<file path="config.mk">
export PLATFORM = sky130hd
export DESIGN_NAME = cache_arbiter
export DESIGN_NICKNAME = d
export VERILOG_FILES = /design/src/rtl/lc3b_types.sv /design/src/rtl/arb_pick.sv /design/src/rtl/cache_arbiter.sv
export SDC_FILE = /design/constraint.sdc
export NUM_CORES = 1
export LEC_CHECK = 0
export ABC_AREA = 1
export BUFFER_PORTS_ARGS = -buffer_cell sky130_fd_sc_hd__clkbuf_2
export CAP_MARGIN = 20
export CORE_AREA = 5 5 271 273
export CTS_BUF_LIST = sky130_fd_sc_hd__clkbuf_4 sky130_fd_sc_hd__clkbuf_8
export DETAILED_ROUTE_END_ITERATION = 10
export DIE_AREA = 0 0 276 278
export PLACE_DENSITY = 0.42
export SLEW_MARGIN = 40
export SYNTH_ARGS = -nofsm -noshare
export SYNTH_HDL_FRONTEND = slang
export SYNTH_SLANG_ARGS = --single-unit
</file>
<file path="constraint.sdc">
create_clock -name clk -period 1.3 [get_ports clk]
set_input_delay 0.065 -clock clk [delete_from_list [all_inputs] [get_ports clk]]
set_output_delay 0.065 -clock clk [all_outputs]
set_load 0.005 [all_outputs]
</file>
<file path="src/rtl/lc3b_types.sv">
// rtl/lc3b_types.sv - shared LC-3b word/line types and arbiter state encoding
package lc3b_types;

    localparam int LC3B_LINE_W = 128;

    typedef logic [15:0]             lc3b_word;
    typedef logic [LC3B_LINE_W-1:0]  lc3b_line;

    typedef enum logic [1:0] {
        IDLE  = 2'd0,
        GNT_I = 2'd1,
        GNT_D = 2'd2,
        DONE  = 2'd3
    } arb_state_t;

endpackage

</file>
<file path="src/rtl/arb_pick.sv">
// rtl/arb_pick.sv - combinational winner selection between I-cache and D-cache requests
module arb_pick #(
    parameter bit RR_EN = 1'b0
) (
    input  logic i_req,
    input  logic d_req,
    input  logic last_grant,   // 1: D-cache was granted last, 0: I-cache was
    output logic grant_i,
    output logic grant_d
);

    logic tie_to_d;

    // On a tie the D-cache wins unless rotation is enabled, in which case the
    // requester that was not served last takes the turn.
    always_comb begin
        tie_to_d = RR_EN ? ~last_grant : 1'b1;
        grant_d  = d_req & (~i_req | tie_to_d);
        grant_i  = i_req & ~grant_d;
    end

endmodule

</file>
<file path="src/rtl/cache_arbiter.sv">
// rtl/cache_arbiter.sv - I/D cache to physical memory arbiter; ARB_ROUND_ROBIN_EN enables tie rotation
module cache_arbiter
    import lc3b_types::*;
#(
    parameter int LINE_W = 128
) (
    input  logic              clk,
    input  logic              reset_n,

    input  logic              i_pmem_read,
    input  logic [15:0]       i_pmem_address,
    output logic [LINE_W-1:0] i_pmem_rdata,
    output logic              i_pmem_resp,

    input  logic              d_pmem_read,
    input  logic              d_pmem_write,
    input  logic [15:0]       d_pmem_address,
    input  logic [LINE_W-1:0] d_pmem_wdata,
    output logic [LINE_W-1:0] d_pmem_rdata,
    output logic              d_pmem_resp,

    output logic              pmem_read,
    output logic              pmem_write,
    output logic [15:0]       pmem_address,
    output logic [LINE_W-1:0] pmem_wdata,
    input  logic [LINE_W-1:0] pmem_rdata,
    input  logic              pmem_resp
);

    arb_state_t        state_q, state_d;
    lc3b_word          addr_q;
    logic [LINE_W-1:0] wdata_q;
    logic              rd_q;
    logic              wr_q;
    logic              grant_i, grant_d;
    logic              last_grant;
    logic              in_grant;

    assign in_grant = (state_q == GNT_I) || (state_q == GNT_D);

`ifdef ARB_ROUND_ROBIN_EN
    localparam bit RR_EN = 1'b1;
    logic last_grant_q;

    // Remember who was served, updated as the grant completes (entry to DONE).
    // Reset value 1 means "D was last", so the first tie favours the I-cache.
    always_ff @(posedge clk or negedge reset_n) begin
        if (!reset_n) begin
            last_grant_q <= 1'b1;
        end else if (in_grant && pmem_resp) begin
            last_grant_q <= (state_q == GNT_D);
        end
    end

    assign last_grant = last_grant_q;
`else
    localparam bit RR_EN = 1'b0;
    assign last_grant = 1'b0;
`endif

    arb_pick #(
        .RR_EN (RR_EN)
    ) u_pick (
        .i_req      (i_pmem_read),
        .d_req      (d_pmem_read | d_pmem_write),
        .last_grant (last_grant),
        .grant_i    (grant_i),
        .grant_d    (grant_d)
    );

    // Next-state: arbitrate only in IDLE, finish a grant on pmem_resp, and
    // spend one DONE cycle so a deasserting request is not granted again.
    always_comb begin
        state_d = state_q;
        case (state_q)
            IDLE: begin
                if (grant_d) begin
                    state_d = GNT_D;
                end else if (grant_i) begin
                    state_d = GNT_I;
                end
            end
            GNT_I, GNT_D: begin
                if (pmem_resp) begin
                    state_d = DONE;
                end
            end
            DONE:    state_d = IDLE;
            default: state_d = IDLE;
        endcase
    end

    // State register; reset aborts any grant in flight.
    always_ff @(posedge clk or negedge reset_n) begin
        if (!reset_n) begin
            state_q <= IDLE;
        end else begin
            state_q <= state_d;
        end
    end

    // Capture the winner's transaction so the memory side stays stable even
    // if the requester changes its inputs during the grant.
    always_ff @(posedge clk or negedge reset_n) begin
        if (!reset_n) begin
            addr_q  <= '0;
            wdata_q <= '0;
            rd_q    <= 1'b0;
            wr_q    <= 1'b0;
        end else if (state_q == IDLE) begin
            if (grant_d) begin
                addr_q  <= d_pmem_address;
                wdata_q <= d_pmem_wdata;
                rd_q    <= d_pmem_read;
                wr_q    <= d_pmem_write;
            end else if (grant_i) begin
                addr_q  <= i_pmem_address;
                wdata_q <= '0;
                rd_q    <= 1'b1;
                wr_q    <= 1'b0;
            end
        end
    end

    // Memory-side request comes only from the latched transaction.
    always_comb begin
        pmem_read    = in_grant & rd_q;
        pmem_write   = in_grant & wr_q;
        pmem_address = addr_q;
        pmem_wdata   = wdata_q;
    end

    // Response and data steered to the granted requester only.
    always_comb begin
        i_pmem_resp  = 1'b0;
        i_pmem_rdata = '0;
        d_pmem_resp  = 1'b0;
        d_pmem_rdata = '0;
        if (state_q == GNT_I) begin
            i_pmem_resp  = pmem_resp;
            i_pmem_rdata = pmem_rdata;
        end else if (state_q == GNT_D) begin
            d_pmem_resp  = pmem_resp;
            d_pmem_rdata = pmem_rdata;
        end
    end

endmodule

</file>
==> out/qor.yml, run 1 <==
status:
  outcome: "complete, but fails checks"
  violations: "negative setup slack"
synthesis:
  syn-instance-count: 1263
  synthArstFlopShare_pct: 100.0
  synth_top_cell_by_area: "dfrtp_1"
  yosysUniqueCellTypes: 14
  synthFlopType: "dfrtp_1"
  synth_area_per_cell_um2: 6.501
  synth_top_area_share_pct: 45.11
  ys_seq_area_share_pct: 45.11
  synth.cell_area_um2: 8210
  yosysMostFrequentCell: "nand2_1"
  synth_common_cells: "nand2_1, dfrtp_1, inv_1"
  synth-edff-count: 0
  synth_warnings: 0
  ys_ff_latch: 148
  syn_nets: 1561
  synth_area_leaders: "dfrtp_1, nand2_1, inv_1, nor2_1, buf_6"
clock_network:
  cts_tree: "done"
  cts.path.max_buffers: 2
  path_clk_slew_ns: 0.11
  cts-root-buf: "clkbuf_8"
  clk_latency_ns: 0.47
  cts_sinks: 148
  cts_buffers: 17
  htree_levels: 4
timing:
  fmax_ghz: 0.5033
  period_needed_ns: 1.987
  final-max-slew-violation-count: 0
  final-hold-violation-count: 0
  fin_crit_sh_pct: 152.8
  hold_ws_ns: 0.04431
  skew_ns: 0.01739
  rsz0062_at_grt: "yes"
  setup_viol: 408
  tns_ns: -208.06
  tightest_slew_ns: 0.3625
  worst_slack_ns: -0.6869
  relSlewSlack_pct: 75.83
global_routing:
  antenna_found_initial: 46
  grt_max_degree: 43
  grt_first_pass_wirelength_mm: 81.10
  grt-ovfl-total: 0
  first_global_vias: 11450
  track_usage_pct: 14.31
drt:
  drt_pass1_iterations: 7
  drt_first_iter_violations: 432
  routed_via_density: 3.541
  vias: 11140
  wl_mm: 57.66
  drtAntennaViolNets: 0
  wl_per_cell_um: 18.33
  drc: 0
setup_path:
  worstPathArrival_ns: 1.92
  cp-end-kind: "output port"
  critPathLaunchType: "register"
  crit_required_ns: 1.24
  r2r_setup_slack_ns: -0.48
  worstSetupPathType: "register to output port"
  cp_max_fo: 6
placement:
  place_congestion: 0.8887
  dp_hpwl_mm: 47.96
  io_buffers: 697
floorplan:
  die-height_um: 278
  fp.dieW_um: 276
  num_rows: 98
  floorplan.initialDensity_pct: 11.58
  core_um2: 70870
  die_area_um2: 76730
  ios: 698
pwr:
  ir_worst_vdd_v: 0.0008822
  powerDensity_nw_per_um2: 1964
  power.leakage_nw: 10.01
run:
  max_cap_violations: 0
final_layout:
  layout-drive-gt1-share_pct: 43.33
  area_delta_synth_final_pct: 97.87
  nNetsFinal: 2473
  fin_util_pct: 22.92
hold_path:
  hp-class: "input port to register"
## per-layer routing
layer | global-route usage (%) | vias up | part of all wire (%)
met3 | 4.597 | 102 | 7.3
met1 | 15.22 | 5046 | 37
met5 | 0 | - | 0.15
met2 | 27.44 | 510 | 53
li1 | - | 5469 | -
met4 | 3.394 | 14 | 2.7
## metrics by stage
stage / std cells / power [mW] / worst slack (ns) / area (um2)
final: 3146 / 31.90 / -0.6869 / 16250
after global routing: 3143 / 34.68 / -0.8244 / 16240
after global placement: 2915 / 25.24 / -0.2594 / 13230
after detailed placement: 2915 / 25.20 / -0.2846 / 13230
after CTS: 3126 / 31.65 / -0.7830 / 15870
after floorplan: 1263 / 16.07 / -0.02028 / 8235
## logic make-up after synthesis
| group | after synthesis | share of synthesized area (%) |
|---|---|---|
| adder cells (fa/ha/maj) | 4 | 0.6096 |
| buffers and inverters | 219 | 12.95 |
| AO/OA/AOI/OAI | 19 | 1.158 |
| flip-flops | 148 | 45.11 |
| AND/OR/NAND/NOR | 873 | 40.17 |
## path summary, 6_finish.rpt
path                                             startpoint                          end  cells after the start
worst min register to register  pmem_wdata[119]$_DFFE_PN0P_  pmem_wdata[119]$_DFFE_PN0P_                      2
worst max-delay path                 state_q[0]$_DFFE_PN0P_             d_pmem_rdata[80]                      9
max in group asynchronous                           reset_n  pmem_wdata[107]$_DFFE_PN0P_                      4
min in group asynchronous                           reset_n    pmem_wdata[9]$_DFFE_PN0P_                      3
worst max register to register       state_q[0]$_DFFE_PN0P_    pmem_wdata[1]$_DFFE_PN0P_                      9
worst min-delay path                              pmem_resp       state_q[0]$_DFFE_PN0P_                      5
## worst max-delay path: stages, from the launching register on
cell and delay, ns:
dfrtp_1 0.40, inv_2 0.07, buf_6 0.10, ha_4 0.20, buf_12 0.15, buf_12 0.12
buf_8 0.13, nand2_4 0.05, nor2_2 0.09, buf_2 0.14
## where the power goes
group	internal, mW	switching (mW)	leakage [nW]
clock	1.48	2.40	0.208
sequential	6.80	1.32	1.84
combinational	9.13	10.8	7.96
## repair_timing
item,in CTS,in global routing
setup buffers,12,12
hold buffers,162,0
cloned,6,3
gates resized for setup,111,140
pin swaps,25,37
endpoints found under the setup margin,406,408
endpoints found under the hold margin,292,0
## layout make-up
type / count / area, um2
Clock inverter: 15 / 181.4
Multi-Input combinational cell: 896 / 3856
Fill cell: 8052 / 54630
Sequential cell: 148 / 3704
Antenna cell: 8 / 20.02
Inverter: 139 / 521.8
Clock buffer: 17 / 234.0
Tap cell: 950 / 1189
Timing Repair Buffer: 973 / 6540
## registers in the layout, summed over array words and instances, names as in the netlist
register / cells
wr_q: 1
pmem_address: 16
rd_q: 1
state_q: 2
pmem_wdata: 128
## cell usage in the layout (no fill, tap or decap)
cell type and instances:
nand2_1 697, clkbuf_2 625, dlygate4sd3_1 162, dfrtp_1 148, inv_1 134, nor2_1 75, buf_4 64, buf_2 61
nor2_2 39, nand2_2 27, buf_6 23, buf_12 20, o21ai_0 19, clkbuf_8 19, nor2_4 18, nand2_4 14
diode_2 8, buf_8 6, inv_2 5, inv_8 5, clkinv_8 5, buf_16 5, nand3_1 3, clkinv_4 3
clkbuf_16 3, ha_1 2, ha_4 2, inv_6 2, clkbuf_4 2
Power figures use the tool's default switching activity.
==> inputs of run 2 (changes only) <==
- PLACE_DENSITY: 0.42 -> 0.35
==> out/qor.yml, run 2 (same netlist as run 1, synthesis figures left out) <==
global_routing:
  antenna_found_initial: 48  # +4.3%
  grt_max_degree: 54  # +26%
  grt-ovfl-total: 0  # unchanged
  first_global_vias: 11380  # -0.61%
  track_usage_pct: 14.01  # -0.30 points
  grt_first_pass_wirelength_mm: 80.34  # -0.94%
timing:
  tightest_slew_ns: 0.3675  # +0.004969 ns
  rsz0062_at_grt: "yes"
  setup_viol: 408  # unchanged
  period_needed_ns: 1.934  # -0.05247 ns
  worst_slack_ns: -0.6344  # +0.05247 ns
  hold_ws_ns: 0.06605  # +0.02174 ns
  fin_crit_sh_pct: 148.8  # -4.0 points
  tns_ns: -184.38  # +23.68 ns
  final-max-slew-violation-count: 0  # unchanged
  fmax_ghz: 0.5170  # +2.7%
  relSlewSlack_pct: 75.50  # -0.33 points
  final-hold-violation-count: 0  # unchanged
  skew_ns: 0.01318  # -0.004207 ns
setup_path:
  crit_required_ns: 1.24  # about the same
  crit_chain: "inv_2 -> ha_4 -> buf_12 -> buf_6 -> nand2_1 -> inv_1 -> clkbuf_2"
  cp_num_cells: 7  # -2
  critical_path_buf_inv_count: 5  # -1
  cp_max_fo: 24  # +18
  worstSetupPathType: "register to output port"
  cpLargestDelayFamily: "buffers and inverters"
  slowest_delay_ns: 0.41  # about the same
  worstPathArrival_ns: 1.87  # -0.05 ns
  cp_slowest_cell: "dfrtp_1"
  r2r_cells: 7  # -2
  critPathLaunchType: "register"
  cp-end-kind: "output port"
final_layout:
  area_delta_synth_final_pct: 92.78
  mostFrequentLayoutCell: "nand2_1"
  largest_reg_flops: 128  # unchanged
  fin_util_pct: 22.33  # -0.59 points
  stdcell_area_um2: 15830  # -2.6%
  nNetsFinal: 2446  # -1.1%
  final_cell_count_no_fill: 3124  # -0.70%
  layout-drive-gt1-share_pct: 40.91  # -2.4 points
  mostFrequentLayoutCells: "nand2_1, clkbuf_2, dlygate4sd3_1, dfrtp_1, inv_1"
status:
  outcome: "complete, but fails checks"
  violations: "negative setup slack"
drt:
  vias: 11210  # +0.64%
  drt_pass1_iterations: 6  # -1
  drt_first_iter_violations: 581  # +34%
  wl_mm: 56.72  # -1.6%
  wl_per_cell_um: 18.15  # -0.95%
  drc: 0  # unchanged
  routed_via_density: 3.589  # +1.3%
  drtAntennaViolNets: 0  # unchanged
placement:
  dp_hpwl_mm: 47.36  # -1.3%
  place_congestion: 0.8710  # -2.0%
  pre_cts_ws_ns: -0.3878  # -0.1032 ns
  place_area_um2: 13150  # -0.61%
  io_buffers: 697  # unchanged
  place_inst: 2904  # -0.38%
floorplan:
  die_area_um2: 76730  # unchanged
  ios: 698  # unchanged
  num_rows: 98  # unchanged
  die-height_um: 278  # unchanged
  fp.dieW_um: 276  # unchanged
  floorplan.initialDensity_pct: 11.58  # unchanged
  core_um2: 70870  # unchanged
clock_network:
  cts_buffers: 17  # unchanged
  cts_sinks: 148  # unchanged
  cts.path.max_buffers: 2  # unchanged
  path_clk_slew_ns: 0.10  # about the same
  cts-root-buf: "clkbuf_8"
  cts_tree: "done"
  clk_latency_ns: 0.47  # about the same
  htree_levels: 4  # unchanged
pwr:
  powerDensity_nw_per_um2: 1958  # -0.29%
  power.leakage_nw: 9.814  # -1.9%
  ir_worst_vdd_v: 0.0007727  # -12%
  power_mw: 30.99  # -2.9%
hold_path:
  whs_path_depth: 5  # unchanged
  hp-class: "input port to register"
run:
  max_cap_violations: 0  # unchanged
[run 2: cell types whose count changed in the layout (fill, tap and decap cells not counted), moves of 4 or more]
cell and change:
diode_2 +5, buf_6 -6, nand2_2 -16, buf_4 -23
inv_6 +4, clkbuf_2 +27, nand2_4 -4, nor2_1 +15
clkinv_8 -4, nand2_1 +20, nor2_4 -10, buf_2 -19
nor2_2 -5
[run 2: worst register-to-register path: cells and delay by family (launching register included)]
| family | cells | cell delay, ns |
|---|---|---|
| buffers and inverters | 4 | 0.69 |
| DFF | 1 | 0.37 |
| adders and majority gates | 1 | 0.23 |
| AOI/OAI and AO/OA | 1 | 0.16 |
| and+or+nand+nor | 1 | 0.08 |
[run 2: final cells by class]
type | instances | area [um2]
fillers | 8173 | 55050
repair buffers | 946 | 6262
clock inverters | 15 | 186.4
well taps | 950 | 1189
flip-flops and latches | 148 | 3704
multi-input cells | 896 | 3699
clock buffers | 17 | 234.0
diodes | 13 | 32.53
inverters | 139 | 521.8
[run 2: power by group]
group / internal, mW / switching, mW
Combinational: 8.48 / 10.5
Clock: 1.80 / 2.21
Sequential: 6.80 / 1.22
Total: 17.1 / 13.9
[run 2: final timing paths]
check | slack [ns] | endpoint | startpoint
worst max-delay path | -0.63 | i_pmem_rdata[79] | state_q[1]$_DFFE_PN0P_
worst min-delay path | 0.07 | state_q[1]$_DFFE_PN0P_ | pmem_resp
worst max register to register | -0.36 | wr_q$_DFFE_PN0P_ | state_q[0]$_DFFE_PN0P_
worst min register to register | 0.48 | pmem_wdata[32]$_DFFE_PN0P_ | pmem_wdata[32]$_DFFE_PN0P_
max in group asynchronous | 0.12 | pmem_wdata[39]$_DFFE_PN0P_ | reset_n
min in group asynchronous | 0.57 | pmem_wdata[12]$_DFFE_PN0P_ | reset_n
[run 2: metal layers]
metal	vias to the layer above	part of all wire (%)	GRT usage (%)
li1	5412	-	-
met1	5134	38	15.56
met2	547	52	25.20
met3	115	6.1	3.439
met5	-	0.048	0
met4	4	4.1	6.646
[run 2: what timing repair did]
action	4_1_cts	5_1_grt
setup endpoints to repair	408	408
hold endpoints to repair	292	0
hold buffers	162	0
pin swaps	3	22
gates cloned	3	5
setup buffers	5	5
gates resized for setup	39	118
==> inputs of run 3 (changes only) <==
- CORE_AREA: 5 5 271 273 -> 5 5 267 269
- DIE_AREA: 0 0 276 278 -> 0 0 272 274
- PLACE_DENSITY: 0.35 -> default
==> out/qor.yml, run 3 (same netlist as run 1, synthesis figures left out) <==
status:
  outcome: "complete, but fails checks"
  violations: "negative setup slack"
pwr:
  power_mw: 35.09  # +13%
  powerDensity_nw_per_um2: 2038  # +4.1%
  ir_worst_vdd_v: 0.001005  # +30%
  power.leakage_nw: 10.43  # +6.3%
floorplan:
  ios: 698  # unchanged
  die-height_um: 274  # -1.4%
  core_um2: 68350  # -3.6%
  floorplan.initialDensity_pct: 12.01  # +0.43 points
  num_rows: 96  # -2.0%
  fp.dieW_um: 272  # -1.4%
  die_area_um2: 74530  # -2.9%
drt:
  drt_first_iter_violations: 642  # +10%
  drtAntennaViolNets: 0  # unchanged
  drt_pass1_iterations: 5  # -1
  wl_mm: 58.08  # +2.4%
  drc: 0  # unchanged
  wl_per_cell_um: 18.83  # +3.7%
  routed_via_density: 3.821  # +6.5%
  vias: 11780  # +5.1%
placement:
  place_congestion: 0.8871  # +1.8%
  io_buffers: 697  # unchanged
  dp_hpwl_mm: 43.46  # -8.2%
global_routing:
  top_usage_layer: "met2"
  use_met1_pct: 14.83  # -0.73 points
  grt_util_met2_pct: 23.56  # -1.6 points
  track_usage_pct: 13.39  # -0.62 points
  first_global_vias: 11130  # -2.2%
  grt_first_pass_wirelength_mm: 74.09  # -7.8%
  grt_max_degree: 49  # -9.3%
  global_route.usage.met3_pct: 4.340  # +0.90 points
  antenna_found_initial: 26  # -46%
  grt-ovfl-total: 0  # unchanged
clock_network:
  cts-root-buf: "clkbuf_8"
  htree_levels: 4  # unchanged
  cts.path.max_buffers: 2  # unchanged
  cts_tree: "done"
  clk_latency_ns: 0.48  # about the same
  cts_sinks: 148  # unchanged
  cts_buffers: 17  # unchanged
  path_clk_slew_ns: 0.09  # about the same
setup_path:
  cpMostUsedCell: "buf_12"
  cp_slowest_cell: "dfrtp_1"
  cp_max_fo: 9  # -63%
  crit_required_ns: 1.24  # about the same
  critPathLaunchType: "register"
  crit_chain: "buf_6 -> ha_4 -> buf_12 -> buf_12 -> clkbuf_16 -> nor2_4 -> clkbuf_2"
  critical_path_buf_inv_count: 5  # unchanged
  crit_start: "state_q[0]$_DFFE_PN0P_"
  worstSetupPathType: "register to output port"
  cp-end-kind: "output port"
  slowest_delay_ns: 0.41  # about the same
  timing.rr.start: "state_q[1]$_DFFE_PN0P_"
  cpLargestDelayFamily: "buffers and inverters"
  worstPathArrival_ns: 1.96  # +0.09 ns
final_layout:
  nNetsFinal: 2479  # +1.3%
  area_delta_synth_final_pct: 109.8
  mostFrequentLayoutCell: "nand2_1"
  layout-drive-gt1-share_pct: 47.45  # +6.5 points
  mostFrequentLayoutCells: "nand2_1, clkbuf_2, dlygate4sd3_1, dfrtp_1, inv_1"
  largest_reg_flops: 128  # unchanged
  fin_util_pct: 25.20  # +2.9 points
timing:
  skew_ns: 0.02215  # +0.008965 ns
  tns_ns: -225.74  # -41.36 ns
  fin_crit_sh_pct: 155.8  # +7.0 points
  final-max-slew-violation-count: 0  # unchanged
  period_needed_ns: 2.025  # +0.09061 ns
  relSlewSlack_pct: 73.36  # -2.1 points
  worst_slack_ns: -0.7250  # -0.09060 ns
  tightest_slew_ns: 0.3997  # +0.03217 ns
  rsz0062_at_grt: "yes"
  final-hold-violation-count: 0  # unchanged
  setup_viol: 408  # unchanged
  fmax_ghz: 0.4938  # -4.5%
run:
  max_cap_violations: 0  # unchanged
hold_path:
  hp-class: "input port to asynchronous set/reset pin"
## run 3: changes by cell type in the layout (fill, tap and decap cells not counted), moves of 18 or more
cell	delta
nand2_1	-63
buf_6	+36
nor2_1	-18
nand2_4	+40
inv_2	+43
inv_1	-43
nand2_2	+23
buf_2	+44
clkbuf_2	-76
nor2_4	+25
## run 3: area by class of cell
cell class                      count  area (um2)
Antenna cell                        8       20.02
Clock buffer                       17       234.0
Clock inverter                     15       206.4
Tap cell                          882        1104
Fill cell                        7378       51120
Inverter                          139       521.8
Multi-Input combinational cell    896        4227
Sequential cell                   148        3704
Timing Repair Buffer              979        7206
## run 3: per-stage QoR
| stage | setup slack [ns] | area, um2 | hold WS, ns | instances |
|---|---|---|---|---|
| global route | -0.8453 | 17210 | 0.05102 | 3081 |
| CTS | -0.7665 | 15390 | 0.03013 | 3038 |
| global placement | -0.2160 | 13050 | 0.01869 | 2834 |
| detailed placement | -0.2216 | 13050 | 0.01139 | 2834 |
| finish | -0.7250 | 17220 | 0.07183 | 3084 |
| floorplan | -0.02028 | 8235 | -0.2306 | 1263 |
## run 3: what timing repair did
| action | CTS | global route |
|---|---|---|
| hold buffers | 162 | 0 |
| pin swaps | 3 | 86 |
| endpoints found under the setup margin | 406 | 408 |
| endpoints found under the hold margin | 293 | 0 |
| buffers inserted | 6 | 14 |
| gates resized for setup | 41 | 462 |
| cloned | 4 | 26 |
## run 3: where the power goes
part,internal (mW),total [mW],switching (mW)
Sequential,6.80,8.13,1.33
Clock,2.00,4.18,2.19
Combinational,10.7,22.8,12.0
Total,19.5,35.1,15.6
## run 3: metal layers
| layer | wire length, um | share of wire, % |
|---|---|---|
| met1 | 21420 | 37 |
| met2 | 29140 | 50 |
| met3 | 4930 | 8.5 |
| met4 | 2483 | 4.3 |
| met5 | 107 | 0.18 |
## run 3: worst register-to-register path, delay by kind of cell (launching register included)
| family | cells | cell delay, ns |
|---|---|---|
| flip-flops | 1 | 0.40 |
| adder cells (fa/ha/maj) | 1 | 0.23 |
| AND/OR/NAND/NOR | 3 | 0.34 |
| buffers and inverters | 7 | 0.80 |
## run 3: path summary, 6_finish.rpt
path | cells after the start | end | slack, ns
min in group clk | 4 | wr_q$_DFFE_PN0P_ | 0.14
max reg2reg | 11 | pmem_wdata[121]$_DFFE_PN0P_ | -0.51
max in group asynchronous | 3 | pmem_wdata[72]$_DFFE_PN0P_ | 0.69
min | 2 | pmem_wdata[78]$_DFFE_PN0P_ | 0.07
max | 7 | d_pmem_rdata[110] | -0.73
min reg2reg | 2 | pmem_wdata[57]$_DFFE_PN0P_ | 0.48
